===== src/rtl/datapath_pkg.sv =====
// Shared types and constants for the bus-datapath controller.
package datapath_pkg;

    localparam int unsigned INSTR_W = 9;
    localparam int unsigned SEL_W   = 4;

    // Opcode field values, instr[8:6]
    localparam logic [2:0] OP_MV  = 3'b000;
    localparam logic [2:0] OP_MVI = 3'b001;
    localparam logic [2:0] OP_ADD = 3'b010;
    localparam logic [2:0] OP_SUB = 3'b011;

    // Bus select codes beyond R0-R7
    localparam logic [SEL_W-1:0] SEL_IMM  = 4'h8;
    localparam logic [SEL_W-1:0] SEL_NONE = 4'hF;

    typedef enum logic [1:0] {
        IDLE = 2'd0,
        T1   = 2'd1,
        T2   = 2'd2,
        T3   = 2'd3
    } state_e;

    function automatic logic [2:0] get_op(input logic [INSTR_W-1:0] ir);
        return ir[8:6];
    endfunction

    function automatic logic [2:0] get_rx(input logic [INSTR_W-1:0] ir);
        return ir[5:3];
    endfunction

    function automatic logic [2:0] get_ry(input logic [INSTR_W-1:0] ir);
        return ir[2:0];
    endfunction

    // add and sub are the only three-step instructions
    function automatic logic is_alu_op(input logic [2:0] op);
        return (op == OP_ADD) || (op == OP_SUB);
    endfunction

endpackage


===== src/rtl/datapath_ctrl_decode.sv =====
// Combinational control decode: (state, IR) -> datapath enables and selects.
module datapath_ctrl_decode
    import datapath_pkg::*;
#(
    parameter int unsigned NREG = 8
) (
    input  state_e                   state_i,
    input  logic [INSTR_W-1:0]       ir_i,
    output logic                     instr_ready_o,
    output logic [SEL_W-1:0]         mux_sel_o,
    output logic [NREG-1:0]          r_in_o,
    output logic                     a_in_o,
    output logic                     g_in_o,
    output logic                     addsub_o,
    output logic                     alu_wb_o,
    output logic                     done_o,
    output logic                     illegal_o
);

    logic [2:0] op;
    logic [2:0] rx;
    logic [2:0] ry;

    assign op = get_op(ir_i);
    assign rx = get_rx(ir_i);
    assign ry = get_ry(ir_i);

    // Moore decode of every control output; defaults describe a quiet bus
    always_comb begin
        instr_ready_o = 1'b0;
        mux_sel_o     = SEL_NONE;
        r_in_o        = '0;
        a_in_o        = 1'b0;
        g_in_o        = 1'b0;
        addsub_o      = 1'b0;
        alu_wb_o      = 1'b0;
        done_o        = 1'b0;
        illegal_o     = 1'b0;

        unique case (state_i)
            IDLE: begin
                instr_ready_o = 1'b1;
            end
            T1: begin
                if (op[2]) begin
                    // Undefined opcode retires with no enables
                    done_o    = 1'b1;
                    illegal_o = 1'b1;
                end else begin
                    unique case (op[1:0])
                        2'b00: begin
                            mux_sel_o  = {1'b0, ry};
                            r_in_o[rx] = 1'b1;
                            done_o     = 1'b1;
                        end
                        2'b01: begin
                            mux_sel_o  = SEL_IMM;
                            r_in_o[rx] = 1'b1;
                            done_o     = 1'b1;
                        end
                        default: begin
                            mux_sel_o = {1'b0, rx};
                            a_in_o    = 1'b1;
                        end
                    endcase
                end
            end
            T2: begin
                if (is_alu_op(op)) begin
                    mux_sel_o = {1'b0, ry};
                    g_in_o    = 1'b1;
                    addsub_o  = op[0];
                end
            end
            T3: begin
                if (is_alu_op(op)) begin
                    alu_wb_o   = 1'b1;
                    r_in_o[rx] = 1'b1;
                    done_o     = 1'b1;
                end
            end
            default: ;
        endcase
    end

endmodule


===== src/rtl/datapath_ctrl.sv =====
// Multi-cycle controller for the 8-register 16-bit bus datapath.
module datapath_ctrl
    import datapath_pkg::*;
#(
    parameter int unsigned NREG  = 8,
    parameter int unsigned CNT_W = 16
) (
    input  logic                 clk,
    input  logic                 rst_n,
    input  logic                 instr_valid_i,
    input  logic [INSTR_W-1:0]   instr_i,
    output logic                 instr_ready_o,
    output logic [SEL_W-1:0]     mux_sel_o,
    output logic [NREG-1:0]      r_in_o,
    output logic                 a_in_o,
    output logic                 g_in_o,
    output logic                 addsub_o,
    output logic                 alu_wb_o,
    output logic                 done_o,
    output logic                 illegal_o,
    output logic [CNT_W-1:0]     retired_o
);

    state_e               state_q, state_d;
    logic [INSTR_W-1:0]   ir_q, ir_d;
    logic [CNT_W-1:0]     retired_q, retired_d;
    logic                 done;

    // Next state and IR capture; instr_valid is only looked at in IDLE
    always_comb begin
        state_d = state_q;
        ir_d    = ir_q;
        unique case (state_q)
            IDLE: begin
                if (instr_valid_i) begin
                    ir_d    = instr_i;
                    state_d = T1;
                end
            end
            T1:      state_d = is_alu_op(get_op(ir_q)) ? T2 : IDLE;
            T2:      state_d = T3;
            T3:      state_d = IDLE;
            default: state_d = IDLE;
        endcase
    end

    // Retired counter wraps silently
    always_comb begin
        retired_d = retired_q;
        if (done) begin
            retired_d = retired_q + CNT_W'(1);
        end
    end

    // State, IR and counter registers
    always_ff @(posedge clk or negedge rst_n) begin
        if (!rst_n) begin
            state_q   <= IDLE;
            ir_q      <= '0;
            retired_q <= '0;
        end else begin
            state_q   <= state_d;
            ir_q      <= ir_d;
            retired_q <= retired_d;
        end
    end

    datapath_ctrl_decode #(
        .NREG (NREG)
    ) u_decode (
        .state_i       (state_q),
        .ir_i          (ir_q),
        .instr_ready_o (instr_ready_o),
        .mux_sel_o     (mux_sel_o),
        .r_in_o        (r_in_o),
        .a_in_o        (a_in_o),
        .g_in_o        (g_in_o),
        .addsub_o      (addsub_o),
        .alu_wb_o      (alu_wb_o),
        .done_o        (done),
        .illegal_o     (illegal_o)
    );

    assign done_o    = done;
    assign retired_o = retired_q;

endmodule

===== config.mk =====
export PLATFORM = sky130hd
export DESIGN_NAME = datapath_ctrl
export DESIGN_NICKNAME = d
export VERILOG_FILES = /design/src/rtl/datapath_pkg.sv /design/src/rtl/datapath_ctrl_decode.sv /design/src/rtl/datapath_ctrl.sv
export SDC_FILE = /design/constraint.sdc
export NUM_CORES = 1
export LEC_CHECK = 0
export CORE_MARGIN = 10
export CORE_UTILIZATION = 49
export DETAILED_ROUTE_END_ITERATION = 7
export MAX_ROUTING_LAYER = met4
export PLACE_DENSITY = 0.84
export SYNTH_ARGS = -nofsm -noshare
export SYNTH_HDL_FRONTEND = slang
export SYNTH_SLANG_ARGS = --single-unit
export TNS_END_PERCENT = 100

===== constraint.sdc =====
create_clock -name clk -period 2.8 [get_ports clk]
set_clock_uncertainty 0.1 [all_clocks]
set_input_delay 0.7 -clock clk [delete_from_list [all_inputs] [get_ports clk]]
set_output_delay 0.7 -clock clk [all_outputs]
set_load 0.1 [all_outputs]

==> results of run 1 <==
-- how the worst max path moves through the flow --
stage | startpoint | endpoint
2_1_floorplan | register | r_in_o[0]
3_3_place_gp | register | r_in_o[0]
3_5_place_dp | register | r_in_o[0]
4_1_cts | state_q[0] | mux_sel_o[3]
5_1_grt | register | r_in_o[0]
6_report | register | r_in_o[0]
-- cell usage after synthesis --
cell	n
a32oi_1	3
and2_2	3
a31oi_1	1
and3b_1	2
and3_2	1
nor2b_4	1
nand2_1	9
dfrtp_1	27
nor3_1	3
xor2_1	5
nand4_1	7
nand2b_1	1
mux2_2	11
and2b_2	1
a21oi_1	2
o22ai_1	1
clkbuf_1	2
o21ai_0	1
nor2b_1	1
mux2i_1	1
inv_1	5
buf_6	1
and3_1	5
o21bai_1	1
nor3b_1	3
mux2_4	2
nor2_1	5
and2_1	5
xnor2_1	10
nand3_1	7
ha_1	5
-- per-stage QoR --
stage               instance area (sq um)  utilization, %  setup TNS, ns  setup WS (ns)  instances
finish                               2220            79.8              0         0.0945        214
global route                         2220            79.8        -0.0109        -0.0109        214
CTS                                  2180            78.4              0        0.00132        212
detailed placement                   2120            76.2              0          0.155        207
global placement                     2120            76.2              0          0.323        207
floorplan                            1490               -         -0.527         -0.389        132
-- sequential cells by signal, indices dropped and copies added, names as in the netlist, named ones only --
signal,count
retired_o,16
state_q,1
ir_q,9
-- kinds of logic (layout without fill, tap and decap cells) --
kind of cell	count (synthesis)	after routing	synth area share, %
and+or+nand+nor	54	54	21.7
xor gates and xnor gates	15	15	9.08
DFF	27	27	46.7
AOI/OAI and AO/OA	9	9	4.24
buffers and inverters	8	59	2.60
adders and majority gates	5	5	4.33
muxes	14	14	11.3
-- critical path, delay by kind of cell, from the launching register on --
family,cells,cell delay (ns)
adder cells (fa/ha/maj),1,0.16
buffers and inverters,2,0.31
AND/OR/NAND/NOR,3,0.53
AO/OA/AOI/OAI,1,0.14
flip-flops,1,0.44
-- layout make-up --
| type | count | area [sq um] | share of cell area, % |
|---|---|---|---|
| sequential | 27 | 676 | 30.5 |
| inverter | 5 | 18.8 | 0.846 |
| clock inverter | 1 | 5.00 | 0.226 |
| tap | 31 | 38.8 | 1.75 |
| timing repair buffer | 50 | 628 | 28.3 |
| clock buffer | 3 | 22.5 | 1.02 |
| multi-input combinational | 97 | 830 | 37.4 |
-- repair_timing --
action	4_1_cts	5_1_grt
buffers inserted	1	2
gates resized for setup	6	5
pin swaps	1	2
endpoints found under the setup margin	8	12
-- layer usage --
layer | track usage, % | share of wire [%] | vias up
li1 | - | - | 562
met1 | 17.7 | 42 | 592
met2 | 24.4 | 52 | 34
met3 | 2.93 | 4.7 | 6
met4 | 6.10 | 1.7 | 0
met5 | - | 0 | -
==> summary.md, run 1 <==
| Metric | Value |
|---|---|
| Min-Delay Endpoint | retired_o[15] |
| # diodes | 0 |
| Clock latency on the worst-skew pair | 0.33 ns |
| Top cell type's share of synthesized area | 46.7% |
| Via density | 5.58 |
| Grt total ovfl | 0 |
| Number of global-route vias before repair | 1,288 |
| Most frequent cells in the layout | dfrtp_1 (27), buf_4 (21), buf_12 (18) |
| Layout cell share with drive strength beyond 1 | 41.5% |
| Per-cell routed wire length | 17.9 microns |
| FP Rows | 19 |
| Yosys warning count | 0 |
| Detailed Route WL | 3.82 mm |
| Reg clk slew, reported paths | 0.15 ns |
| Leading cell type in the layout, fill and taps excluded | dfrtp_1 |
| Maximum clock path buffer count | 2 |
| Pins over their slew limit | 0 |
| TritonCTS buffer count | 3 |
| Initial drt markers | 40 |
| Nets | 201 |
| DRC Markers | 0 |
| R2R Setup Slk | 0.97 ns |
| Via count | 1,194 |
| Core ar. | 0.00278 sq mm |
| Pin count of the biggest net entering global routing | 28 |
| Crit start category | register |
| Root buf cell | clkbuf_4 |
| Setup crit end kind | primary output |
| Hold Path Origin | retired_o[15] |
| Min Hold Slack | 0.380 ns |
| Worst Path Arrival | 1.91 ns |
| Post-Syn Area | 0.00145 sq mm |
| Max-slew headroom | 69.6% |
| Slew @ Worst Pin | 0.456 ns |
| Fill count | 172 |
| Htree depth | 1 |
| Max Freq | 370 MHz |
| Kind of critical path | reg -> out |
| Critical path's slowest cell | dfrtp_1 |
| Synth top area cells | dfrtp_1 (47%), mux2_2 (8.6%), xnor2_1 (6.1%) |
| Tightest Hold Check Type | reg -> reg |
| CTS Hold Buffers Added | 0 |
| Final setup vio count | 0 |
| Cells along the critical path | inv_2 -> ha_4 -> nand2b_4 -> a21oi_4 -> nor2b_4 -> nor3b_4 -> buf_12 |
| Clk sinks | 27 |
| CTS tree | yes |
| R2R Path Start | state_q[0] |
| Max stage delay on crit path | 0.44 ns |
| Port bufs | 46 |
| Area leader, netlist | dfrtp_1 |
| Initial antenna violation count | 0 |
| Die Ht | 74.3 microns |
| Total track usage | 15.0% |
| Crit path time final | 2.71 ns |
| WHS Path Cells | 1 |
| Worst R2R End | retired_o[6] |
| Global-route wire length before repair | 6.33 mm |
| Flops & latches, synth | 27 |
| P&R area growth vs syn | 53.4% |
| Syn_nets | 149 |
| Hold Violations, Final | 0 |
| Post-synthesis cell count | 132 |
| Post-route ant nets | 0 |
| Post-synthesis sequential area ratio | 46.7% |
| R2r worst-path depth | 7 |
| RSZ-0062 raised after global routing | yes |
| RD Place Congestion | 0.850 |
| Initial core utilization | 52.0% |
| Crit path max fanout | 4 |
| DRT Pass-1 Iters | 4 |
| Count of cell types in the netlist | 31 |
| DP Wirelength | 2.92 mm |
| Die X | 74.3 microns |
| Die area | 0.00552 sq mm |
| Required @ worst endpoint | 2.00 ns |
| Synth Area per Inst | 11.0 sq um |
| Status | finished clean |
| Final period util | 96.6% |
| Total of max-cap violations | 0 |
| Ports | 47 |
Power of run 1 is left out: the tool's default activity adds up to more than one toggle a clock period on the data nets, which glitch-free logic cannot reach.
==> inputs of run 2 (changes only) <==
--- a/config.mk
+++ b/config.mk
@@ -10,6 +10,7 @@
 export DETAILED_ROUTE_END_ITERATION = 7
 export MAX_ROUTING_LAYER = met4
 export PLACE_DENSITY = 0.84
+export SKIP_CTS_REPAIR_TIMING = 1
 export SYNTH_ARGS = -nofsm -noshare
 export SYNTH_HDL_FRONTEND = slang
 export SYNTH_SLANG_ARGS = --single-unit
==> summary.md, run 2 (synthesized netlist as in run 1, its figures left out) <==
| Metric | Value |
|---|---|
| RD Place Congestion | 0.850 (unchanged) |
| Per-cell routed wire length | 17.8 microns (was 17.9 microns) |
| # diodes | 0 (unchanged) |
| Tightest Hold Check Type | reg -> reg (unchanged) |
| WHS Path Cells | 1 (unchanged) |
| Clock latency on the worst-skew pair | 0.33 ns (about the same) |
| Number of global-route vias before repair | 1,278 (was 1,288) |
| Met2 Track Usage GR | 23.7% (was 24.4%) |
| Port bufs | 46 (unchanged) |
| Max-slew headroom | 70.1% (was 69.6%) |
| Required @ worst endpoint | 2.00 ns (about the same) |
| Total track usage | 14.6% (was 15.0%) |
| Pin count of the biggest net entering global routing | 28 (unchanged) |
| Die Ht | 74.3 microns (unchanged) |
| Layout cell share with drive strength beyond 1 | 42.5% (was 41.5%) |
| Pins over their slew limit | 0 (unchanged) |
| Status | finished with violations (was finished clean) |
| Area taken by multi-input logic gates | 840 sq um (was 830 sq um) |
| Htree depth | 1 (unchanged) |
| Ports | 47 (unchanged) |
| DRC Markers | 0 (unchanged) |
| Crit start category | register (unchanged) |
| Via count | 1,191 (was 1,194) |
| Critical path's slowest cell | dfrtp_1 (unchanged) |
| Maximum clock path buffer count | 2 (unchanged) |
| Final setup vio count | 1 (was 0) |
| DP Wirelength | 2.92 mm (unchanged) |
| Kind of critical path | reg -> out (unchanged) |
| Global-route wire length before repair | 6.19 mm (was 6.33 mm) |
| Core ar. | 0.00278 sq mm (unchanged) |
| Grt met1 use | 17.3% (was 17.7%) |
| R2r worst-path depth | 4 (was 7) |
| RSZ-0062 raised after global routing | yes (unchanged) |
| P&R area growth vs syn | 53.0% (was 53.4%) |
| Setup crit end kind | primary output (unchanged) |
| PnR worst setup slack | -0.00958 ns (was 0.0945 ns) |
| Crit path max fanout | 4 (unchanged) |
| Initial drt markers | 51 (was 40) |
| Most used routing layer | met2 (unchanged) |
| Grt total ovfl | 0 (unchanged) |
| Reg area | 676 sq um (unchanged) |
| Via density | 5.62 (was 5.58) |
| Fill count | 168 (was 172) |
| Slew @ Worst Pin | 0.449 ns (was 0.456 ns) |
| Reg clk slew, reported paths | 0.14 ns (was 0.15 ns) |
| TritonCTS buffer count | 3 (unchanged) |
| Max stage delay on crit path | 0.43 ns (was 0.44 ns) |
| Hold Violations, Final | 0 (unchanged) |
| Leading cell type in the layout, fill and taps excluded | dfrtp_1 (unchanged) |
| Crit path time final | 2.81 ns (was 2.71 ns) |
| Max Freq | 356 MHz (was 370 MHz) |
| DRT Pass-1 Iters | 4 (unchanged) |
| CTS tree | yes (unchanged) |
| Cells along the critical path | buf_4 -> ha_2 -> nand2_2 -> a21oi_4 -> nor2b_4 -> nor3b_4 -> buf_12 (was inv_2 -> ha_4 -> nand2b_4 -> a21oi_4 -> nor2b_4 -> nor3b_4 -> buf_12) |
| Nets | 199 (was 201) |
| Die X | 74.3 microns (unchanged) |
| Max reg flops | 16 (unchanged) |
| Root buf cell | clkbuf_4 (unchanged) |
| Total of max-cap violations | 0 (unchanged) |
| Detailed Route WL | 3.78 mm (was 3.82 mm) |
| FP Rows | 19 (unchanged) |
| Die area | 0.00552 sq mm (unchanged) |
| Worst Path Arrival | 2.01 ns (was 1.91 ns) |
| Final period util | 100% (was 96.6%) |
| Clk sinks | 27 (unchanged) |
| Min Hold Slack | 0.382 ns (was 0.380 ns) |
| Post-route ant nets | 0 (unchanged) |
| GR Layer Usage met3 | 2.93% (unchanged) |
| Initial core utilization | 52.0% (unchanged) |
| Initial antenna violation count | 0 (unchanged) |
| Most frequent cells in the layout | dfrtp_1 (27), buf_4 (19), buf_12 (18) (was dfrtp_1 (27), buf_4 (21), buf_12 (18)) |
| Failing checks | negative setup slack |
-- run 2: changes by cell type in the layout (fill, tap and decap cells not counted) --
cell,previous run,this run
nand2_1,8,7
and3b_1,2,0
nand2_4,0,1
buf_4,21,19
and3b_2,0,2
-- run 2: cell type report --
type,count,area share [%]
clock buffer,3,1.02
clock inverter,1,0.226
inverter,5,0.848
multi-input combinational,97,37.9
sequential,27,30.5
tap,31,1.75
timing repair buffer,48,27.7
-- run 2: worst max-delay path, delay by kind of cell (launching register included) --
kind | cells | cell delay [ns]
compound gates | 1 | 0.16
fa+ha+maj | 1 | 0.20
buf+inv | 2 | 0.34
flops | 1 | 0.43
simple gates | 3 | 0.54
-- run 2: final timing paths --
check | from | end | slack, ns
max | register | r_in_o[0] | -0.01
max in group asynchronous | rst_n | retired_o[13] | 1.73
min in group asynchronous | rst_n | ir_q[8] | 0.62
max reg2reg | state_q[0] | ir_q[7] | 1.03
min | retired_o[15] | retired_o[15] | 0.38
min reg2reg | retired_o[15] | retired_o[15] | 0.38
-- run 2: per-layer routing --
layer / vias to the layer above / part of all wire [%]
met1: 585 / 42
met2: 36 / 51
met5: - / 0
met4: 0 / 2.2
met3: 9 / 4.7
li1: 561 / -
-- run 2: per-stage QoR --
step | instances | area [sq um] | setup WS, ns | util (%) | TNS [ns]
after detailed placement | 207 | 2120 | 0.155 | 76.2 | 0
after CTS | 211 | 2150 | -0.223 | 77.1 | -0.801
after global routing | 212 | 2210 | -0.110 | 79.6 | -0.475
after global placement | 207 | 2120 | 0.323 | 76.2 | 0
after floorplan | 132 | 1490 | -0.389 | - | -0.527
final | 212 | 2210 | -0.00958 | 79.6 | -0.00958
Power of run 2 is left out for the same reason.
==> inputs of run 3 (changes only) <==
--- a/config.mk
+++ b/config.mk
@@ -6,10 +6,11 @@
 export NUM_CORES = 1
 export LEC_CHECK = 0
 export CORE_MARGIN = 10
-export CORE_UTILIZATION = 49
+export CORE_UTILIZATION = 45
+export CTS_CLUSTER_SIZE = 10
 export DETAILED_ROUTE_END_ITERATION = 7
 export MAX_ROUTING_LAYER = met4
-export PLACE_DENSITY = 0.84
+export PLACE_DENSITY = 0.78
 export SKIP_CTS_REPAIR_TIMING = 1
 export SYNTH_ARGS = -nofsm -noshare
 export SYNTH_HDL_FRONTEND = slang
==> constraint.sdc (replaced) <==
create_clock -name clk -period 3.03 [get_ports clk]
set_clock_uncertainty 0.1 [all_clocks]
set_input_delay 0.7575 -clock clk [delete_from_list [all_inputs] [get_ports clk]]
set_output_delay 0.7575 -clock clk [all_outputs]
set_load 0.1 [all_outputs]
==> summary.md, run 3 (synthesized netlist as in run 1, its figures left out) <==
| Metric | Value |
|---|---|
| Htree depth | 1 (unchanged) |
| Die area | 0.00588 sq mm (was 0.00552 sq mm) |
| Status | finished clean (was finished with violations) |
| DP Wirelength | 2.93 mm (was 2.92 mm) |
| Initial core utilization | 47.4% (was 52.0%) |
| Initial drt markers | 62 (was 51) |
| Most frequent cells in the layout | dfrtp_1 (27), buf_4 (23), buf_12 (13) (was dfrtp_1 (27), buf_4 (19), buf_12 (18)) |
| Total track usage | 12.6% (was 14.6%) |
| Post-route ant nets | 0 (unchanged) |
| # diodes | 0 (unchanged) |
| Reg clk slew, reported paths | 0.13 ns (was 0.14 ns) |
| Final Cell Area | 0.00212 sq mm (was 0.00221 sq mm) |
| Total of max-cap violations | 0 (unchanged) |
| Max stage delay on crit path | 0.44 ns (was 0.43 ns) |
| Grt total ovfl | 0 (unchanged) |
| Maximum clock path buffer count | 2 (unchanged) |
| Via density | 5.23 (was 5.62) |
| Hold Path Origin | retired_o[15] (unchanged) |
| Final period util | 96.2% |
| Via count | 1,171 (was 1,191) |
| Finished Core Util | 69.5% (was 79.6%) |
| Per-cell routed wire length | 16.1 microns (was 17.8 microns) |
| Crit path time final | 2.92 ns |
| Port bufs | 46 (unchanged) |
| Min Hold Slack | 0.398 ns (was 0.382 ns) |
| Core ar. | 0.00305 sq mm (was 0.00278 sq mm) |
| Max-slew headroom | 70.2% (was 70.1%) |
| RD Place Congestion | 0.820 (was 0.850) |
| Min-Delay Endpoint | retired_o[15] (unchanged) |
| Hold Violations, Final | 0 (unchanged) |
| P&R area growth vs syn | 46.7% (was 53.0%) |
| Leading cell type in the layout, fill and taps excluded | dfrtp_1 (unchanged) |
| Pin count of the biggest net entering global routing | 28 (unchanged) |
| Clock latency on the worst-skew pair | 0.32 ns (was 0.33 ns) |
| Detailed Route WL | 3.61 mm (was 3.78 mm) |
| Global-route wire length before repair | 6.09 mm (was 6.19 mm) |
| Number of global-route vias before repair | 1,211 (was 1,278) |
| Worst R2R End | ir_q[3] (was ir_q[7]) |
| Kind of critical path | reg -> out (unchanged) |
| Critical path's slowest cell | dfrtp_1 (unchanged) |
| Crit path max fanout | 9 (was 4) |
| Pins over their slew limit | 0 (unchanged) |
| Tightest Hold Check Type | reg -> reg (unchanged) |
| R2R Path Start | state_q[0] (unchanged) |
| DRT Pass-1 Iters | 5 (was 4) |
| DRC Markers | 0 (unchanged) |
| Placed cell areas | 0.00207 sq mm (was 0.00212 sq mm) |
| GR Layer Usage met3 | 2.33% (was 2.93%) |
| TritonCTS buffer count | 3 (unchanged) |
| R2r worst-path depth | 4 (unchanged) |
| Die Ht | 76.7 microns (was 74.3 microns) |
| Root buf cell | clkbuf_4 (unchanged) |
| Final setup vio count | 0 (was 1) |
| Crit start category | register (unchanged) |
| PnR worst setup slack | 0.114 ns (was -0.00958 ns) |
| R2R Setup Slk | 1.27 ns (was 1.03 ns) |
| Fill count | 252 (was 168) |
| Slew @ Worst Pin | 0.447 ns (was 0.449 ns) |
| Die X | 76.7 microns (was 74.3 microns) |
| Most used routing layer | met2 (unchanged) |
| Max reg flops | 16 (unchanged) |
| Met2 Track Usage GR | 19.5% (was 23.7%) |
| Required @ worst endpoint | 2.17 ns (was 2.00 ns) |
| Ports | 47 (unchanged) |
| Place WS | 0.343 ns (was 0.155 ns) |
| Worst Path Arrival | 2.06 ns (was 2.01 ns) |
| WHS Path Cells | 1 (unchanged) |
| Clk sinks | 27 (unchanged) |
| Max Freq | 343 MHz |
| Setup crit end kind | primary output (unchanged) |
| Layout cell share with drive strength beyond 1 | 36.7% (was 42.5%) |
| Grt met1 use | 15.7% (was 17.3%) |
| Initial antenna violation count | 0 (unchanged) |
| Nets | 198 (was 199) |
| CTS tree | yes (unchanged) |
| Cells along the critical path | inv_1 -> ha_4 -> nand2b_1 -> a21oi_1 -> nor2b_4 -> nor3b_4 -> buf_12 (was buf_4 -> ha_2 -> nand2_2 -> a21oi_4 -> nor2b_4 -> nor3b_4 -> buf_12) |
| FP Rows | 20 (was 19) |
-- run 3: layout make-up --
type | count | area (sq um) | area share (%)
inverters | 5 | 18.8 | 0.884
repair buffers | 47 | 543 | 25.6
flip-flops and latches | 27 | 676 | 31.8
clock buffers | 4 | 26.3 | 1.24
multi-input cells | 97 | 803 | 37.9
well taps | 44 | 55.1 | 2.59
-- run 3: how the worst max path moves through the flow --
stage	slack, ns	depth (start not counted)	start	endpoint
floorplan	-0.22	6	register	r_in_o[0]
global placement	0.45	7	register	r_in_o[5]
detailed placement	0.34	7	register	r_in_o[5]
CTS	-0.05	7	register	r_in_o[5]
global route	-0.03	7	register	r_in_o[0]
finish	0.11	7	register	r_in_o[0]
-- run 3: routing by layer --
metal,vias to the layer above,share of wire (%)
li1,553,-
met1,568,46
met2,44,48
met3,6,4.5
met4,0,1.9
met5,-,0
-- run 3: critical path, delay by kind of cell, from the launching register on --
| kind | cells | cell delay [ns] |
|---|---|---|
| and+or+nand+nor | 3 | 0.57 |
| AOI/OAI and AO/OA | 1 | 0.20 |
| adders and majority gates | 1 | 0.20 |
| DFF | 1 | 0.44 |
| buffers and inverters | 2 | 0.34 |
-- run 3: per-stage QoR --
stage	TNS (ns)	cells
2_1_floorplan	-0.226	132
3_3_place_gp	0	220
3_5_place_dp	0	220
4_1_cts	-0.127	224
5_1_grt	-0.0306	224
6_report	0	224
Power of run 3 is left out for the same reason.
==> RTL change 1 (settings of run 3) <==
`NREG` is set to 8 in 2 places; all go to 10.
--- a/src/rtl/datapath_ctrl_decode.sv
+++ b/src/rtl/datapath_ctrl_decode.sv
@@ -2,7 +2,7 @@
 module datapath_ctrl_decode
     import datapath_pkg::*;
 #(
-    parameter int unsigned NREG = 8
+    parameter int unsigned NREG = 10
 ) (
     input  state_e                   state_i,
     input  logic [INSTR_W-1:0]       ir_i,
--- a/src/rtl/datapath_ctrl.sv
+++ b/src/rtl/datapath_ctrl.sv
@@ -2,7 +2,7 @@
 module datapath_ctrl
     import datapath_pkg::*;
 #(
-    parameter int unsigned NREG  = 8,
+    parameter int unsigned NREG  = 10,
     parameter int unsigned CNT_W = 16
 ) (
     input  logic                 clk,
Ports: changed (resized r_in_o); port bits go from 47 to 49. The function was not compared with the original's and may differ.
==> RTL change 1 against run 3 <==
Count of clock-buffer cells in the layout unchanged. Utilization fell by 1.1 points. Area after synthesis shrank 1.2%. Worst setup slack better by 0.025 ns. Wire length fell by 1.7%. Design area decreased by 1.5%. Sequential cell count unchanged. Non-clock buffer count stayed put. Critical path type unchanged. Largest cell class unchanged.
Power is left out: the tool's default activity adds up to more than one toggle a clock period on the data nets, which glitch-free logic cannot reach.
==> RTL change 1: results (changes against run 3) <==
| Metric | Value |
|---|---|
| Run status | `finished, final reports clean (unchanged)` |
| R2r endpoint | `retired_o[13] (was ir_q[3])` |
| Final number of setup-violating endpoints | `0 (unchanged)` |
| R2r startpoint | `ir_q[8] (was state_q[0])` |
| Total track usage | `0.125 (was 0.126)` |
| Routability cong. | `0.880 (was 0.820)` |
| Commonest cells in the netlist | `sky130_fd_sc_hd__dfrtp_1, sky130_fd_sc_hd__nand2_1, sky130_fd_sc_hd__mux2_2 (was sky130_fd_sc_hd__dfrtp_1, sky130_fd_sc_hd__mux2_2, sky130_fd_sc_hd__xnor2_1)` |
| Per-cell routed wire length | `15.8 microns (was 16.1 microns)` |
| Post-synthesis cell count | `133 (was 132)` |
| Worst path arrival time | `2.03 ns (was 2.06 ns)` |
| Post-Place Worst Slack | `0.282 ns (was 0.343 ns)` |
| Met1 Use GR | `0.149 (was 0.157)` |
| Share of final-layout standard cells stronger than drive strength 1 | `0.348 (was 0.367)` |
| Cells after DPL | `221 (was 220)` |
| Violation count after the first detailed-route iteration | `66 (was 62)` |
| First-pass GRT wire length | `6020 microns (was 6090 microns)` |
| Met3 routed wirelength | `216 microns (was 162 microns)` |
| Routed vias | `1178 (was 1171)` |
| Worst Hold Class | `reg -> reg (unchanged)` |
| Net count, final | `199 (was 198)` |
| Met2 Wirelength | `1680 microns (was 1720 microns)` |
| Critical path's top delay family | `simple AND/OR/NAND/NOR gates (unchanged)` |
| Inserted Diodes | `0 (unchanged)` |
| Detailed-routing wirelength on met1 | `1640 microns (was 1670 microns)` |
| Total half-perimeter wirelength after legalization and detailed placement | `2950 microns (was 2930 microns)` |
| Slowest cell on the critical path | `sky130_fd_sc_hd__dfrtp_1 (unchanged)` |
| Largest fanout on the critical path | `8 (was 9)` |
| Total number of H-tree levels | `1 (unchanged)` |
| Register-to-register setup slack | `1.25 ns (was 1.27 ns)` |
| Sequential-to-total area share from yosys stat | `0.473 (was 0.467)` |
| GRT met3 Usage | `0.0342 (was 0.0233)` |
| Layout filler cell count | `251 (was 252)` |
| Number of iterations in the first detailed-routing pass | `4 (was 5)` |
| Largest cells by area after synthesis | `sky130_fd_sc_hd__dfrtp_1, sky130_fd_sc_hd__mux2_2, sky130_fd_sc_hd__xnor2_1 (unchanged)` |
| Max layer used | `met4 (unchanged)` |
| Met2 GRT Util | `0.205 (was 0.195)` |
| Final wirelength | `3550 microns (was 3610 microns)` |
| Post-synthesis cell type count | `32 (was 31)` |
==> RTL change 1: cell types whose count changed after synthesis, sizes merged <==
cell,delta
and2b,+1
nor2b,-1
conb,+1
nand2,+5
xor2,+2
and2,-3
and4,+1
nor3,+1
and4bb,+2
xnor2,-2
mux2,-3
nand4,-3
nand3,-1
buf,+1
==> RTL change 1: worst max path at each step <==
stage,from,to,slack [ns]
finish,flip-flop,r_in_o[0],0.14
global route,flip-flop,r_in_o[0],-0.004
CTS,flip-flop,r_in_o[0],-0.1
detailed placement,flip-flop,r_in_o[0],0.28
global placement,flip-flop,r_in_o[0],0.45
floorplan,flip-flop,r_in_o[5],-0.24
==> RTL change 1: logic make-up after synthesis <==
family / count (synthesis) / share of synthesized area
mux: 11 / 0.0946
xor+xnor: 15 / 0.0919
fa+ha+maj: 5 / 0.0438
buf+inv: 9 / 0.0289
compound gates: 9 / 0.0429
simple gates: 56 / 0.222
flops: 27 / 0.473
other cells: 1 / 0.00262
==> RTL change 1: cell type report <==
| cell class | instances | area, sq um | area share |
|---|---|---|---|
| timing repair buffer | 47 | 543 | 0.260 |
| clock buffer | 4 | 26.3 | 0.0126 |
| sequential | 27 | 676 | 0.323 |
| inverter | 5 | 18.8 | 0.00898 |
| multi-input combinational | 98 | 771 | 0.369 |
| tap | 44 | 55.1 | 0.0263 |
==> RTL change 1: through the flow <==
| stage | util | cell area [sq um] | hold slack (ns) |
|---|---|---|---|
| floorplan | - | 1460 | 0.362 |
| global placement | 0.667 | 2040 | 0.361 |
| detailed placement | 0.667 | 2040 | 0.387 |
| CTS | 0.676 | 2060 | 0.409 |
| global route | 0.684 | 2090 | 0.437 |
| finish | 0.684 | 2090 | 0.402 |
==> RTL change 2 (config.mk and constraints of run 3) <==
Without the edit above. The 4 states of `state_e` get a one-hot encoding in 4 bits.
--- a/src/rtl/datapath_pkg.sv
+++ b/src/rtl/datapath_pkg.sv
@@ -14,11 +14,11 @@
     localparam logic [SEL_W-1:0] SEL_IMM  = 4'h8;
     localparam logic [SEL_W-1:0] SEL_NONE = 4'hF;
 
-    typedef enum logic [1:0] {
-        IDLE = 2'd0,
-        T1   = 2'd1,
-        T2   = 2'd2,
-        T3   = 2'd3
+    typedef enum logic [3:0] {
+        IDLE = 4'b0001,
+        T1   = 4'b0010,
+        T2   = 4'b0100,
+        T3   = 4'b1000
     } state_e;
 
     function automatic logic [2:0] get_op(input logic [INSTR_W-1:0] ir);
Formal check against the unedited RTL: same outputs for any inputs over 10 cycles, from zero or initial values and one cycle with rst_n low; not proved beyond that.
==> RTL change 2 against run 3 <==
Design area is 8.6% higher. Global-route usage is 1.7 points higher. Via count is 16% higher. Sequential share of layout area is 0.24 points lower. Worst setup slack worse by 0.10 ns. Synthesized cell count is 14% higher. Wire length is 14% higher. Area after synthesis is 5.5% higher. Die area is 4.1% higher. Sequential cell count is 2 higher. Highest routed layer unchanged.
==> RTL change 2: results (changes against run 3) <==
| Metric | Value |
|---|---|
| CTS buffer count | `5 (was 3)` |
| Placed Instance Area | `0.00222 sq mm (was 0.00207 sq mm)` |
| Register-to-register setup slack | `0.88 ns (was 1.27 ns)` |
| Share of final-layout standard cells stronger than drive strength 1 | `0.365 (was 0.367)` |
| Total track usage | `0.143 (was 0.126)` |
| Violation count after the first detailed-route iteration | `97 (was 62)` |
| Slowest cell on the critical path | `sky130_fd_sc_hd__dfrtp_2 (was sky130_fd_sc_hd__dfrtp_1)` |
| Post-Place Worst Slack | `0.221 ns (was 0.343 ns)` |
| Worst hold margin | `0.383 ns (was 0.398 ns)` |
| Final wirelength | `4110 microns (was 3610 microns)` |
| Net count, final | `215 (was 198)` |
| Via-to-Cell Ratio | `5.47 (was 5.23)` |
| Post-synthesis cell count | `150 (was 132)` |
| Number of antenna violations at the first check in global routing | `0 (unchanged)` |
| Number of iterations in the first detailed-routing pass | `4 (was 5)` |
| Routability cong. | `0.807 (was 0.820)` |
| First-pass GRT wire length | `6810 microns (was 6090 microns)` |
| Synthesized-area fraction occupied by xor and xnor cells | `0.0918 (was 0.0908)` |
| Highest cell delay on the worst timing path | `0.46 ns (was 0.44 ns)` |
| Run status | `finished, final reports clean (unchanged)` |
| Number of standard cells in the final layout excluding fillers | `249 (was 224)` |
| Vias in the first global route | `1353 (was 1211)` |
| Area fraction in compound gates after synthesis | `0.0500 (was 0.0424)` |
| Cells after DPL | `239 (was 220)` |
| CTS clock-pin slew for the worst setup and hold paths | `0.08 ns (was 0.13 ns)` |
| CP endpoint | `r_in_o[2] (was r_in_o[0])` |
| Largest cells by area after synthesis | `sky130_fd_sc_hd__dfrtp_1, sky130_fd_sc_hd__xor2_1, sky130_fd_sc_hd__mux2_2 (was sky130_fd_sc_hd__dfrtp_1, sky130_fd_sc_hd__mux2_2, sky130_fd_sc_hd__xnor2_1)` |
| Largest fanout on the critical path | `8 (was 9)` |
| Share of cell area taken by muxes after synthesis | `0.0582 (was 0.113)` |
| Leakage component of the power | `1.05 nW` |
| Total half-perimeter wirelength after legalization and detailed placement | `3230 microns (was 2930 microns)` |
| Worst path arrival time | `2.16 ns (was 2.06 ns)` |
| Commonest cells in the netlist | `sky130_fd_sc_hd__dfrtp_1, sky130_fd_sc_hd__xor2_1, sky130_fd_sc_hd__nor4_1 (was sky130_fd_sc_hd__dfrtp_1, sky130_fd_sc_hd__mux2_2, sky130_fd_sc_hd__xnor2_1)` |
| R2r startpoint | `state_q[3] (was state_q[0])` |
==> RTL change 2: changes by cell type after synthesis, sizes merged, moves of 4 or more <==
cell and delta:
nand4 -4, nor2 +4, buf +6, xor2 +10, ha -4, xnor2 -9, nand2b +5, nor4b +4
nor4 +12, mux2 -6, nor3 +7, and2 -7
==> RTL change 2: final cells by class <==
type | count | area (sq um)
clock buffer | 8 | 58.8
sequential | 29 | 728
timing repair buffer | 53 | 601
inverter | 5 | 18.8
multi-input combinational | 108 | 841
fill | 261 | 1010
tap | 46 | 57.6
==> RTL change 2: per-layer routing <==
layer / track usage / vias to the layer above / share of wire
met5: - / - / 0
met4: 0.0645 / 0 / 0.023
met3: 0.0478 / 11 / 0.061
met2: 0.234 / 44 / 0.54
met1: 0.154 / 668 / 0.38
li1: - / 638 / -
==> RTL change 2: worst max-delay path: cells and delay by family (launching register included) <==
kind	cells	cell delay [ns]
simple gates	3	0.88
flops	1	0.46
compound gates	1	0.28
buf+inv	1	0.22
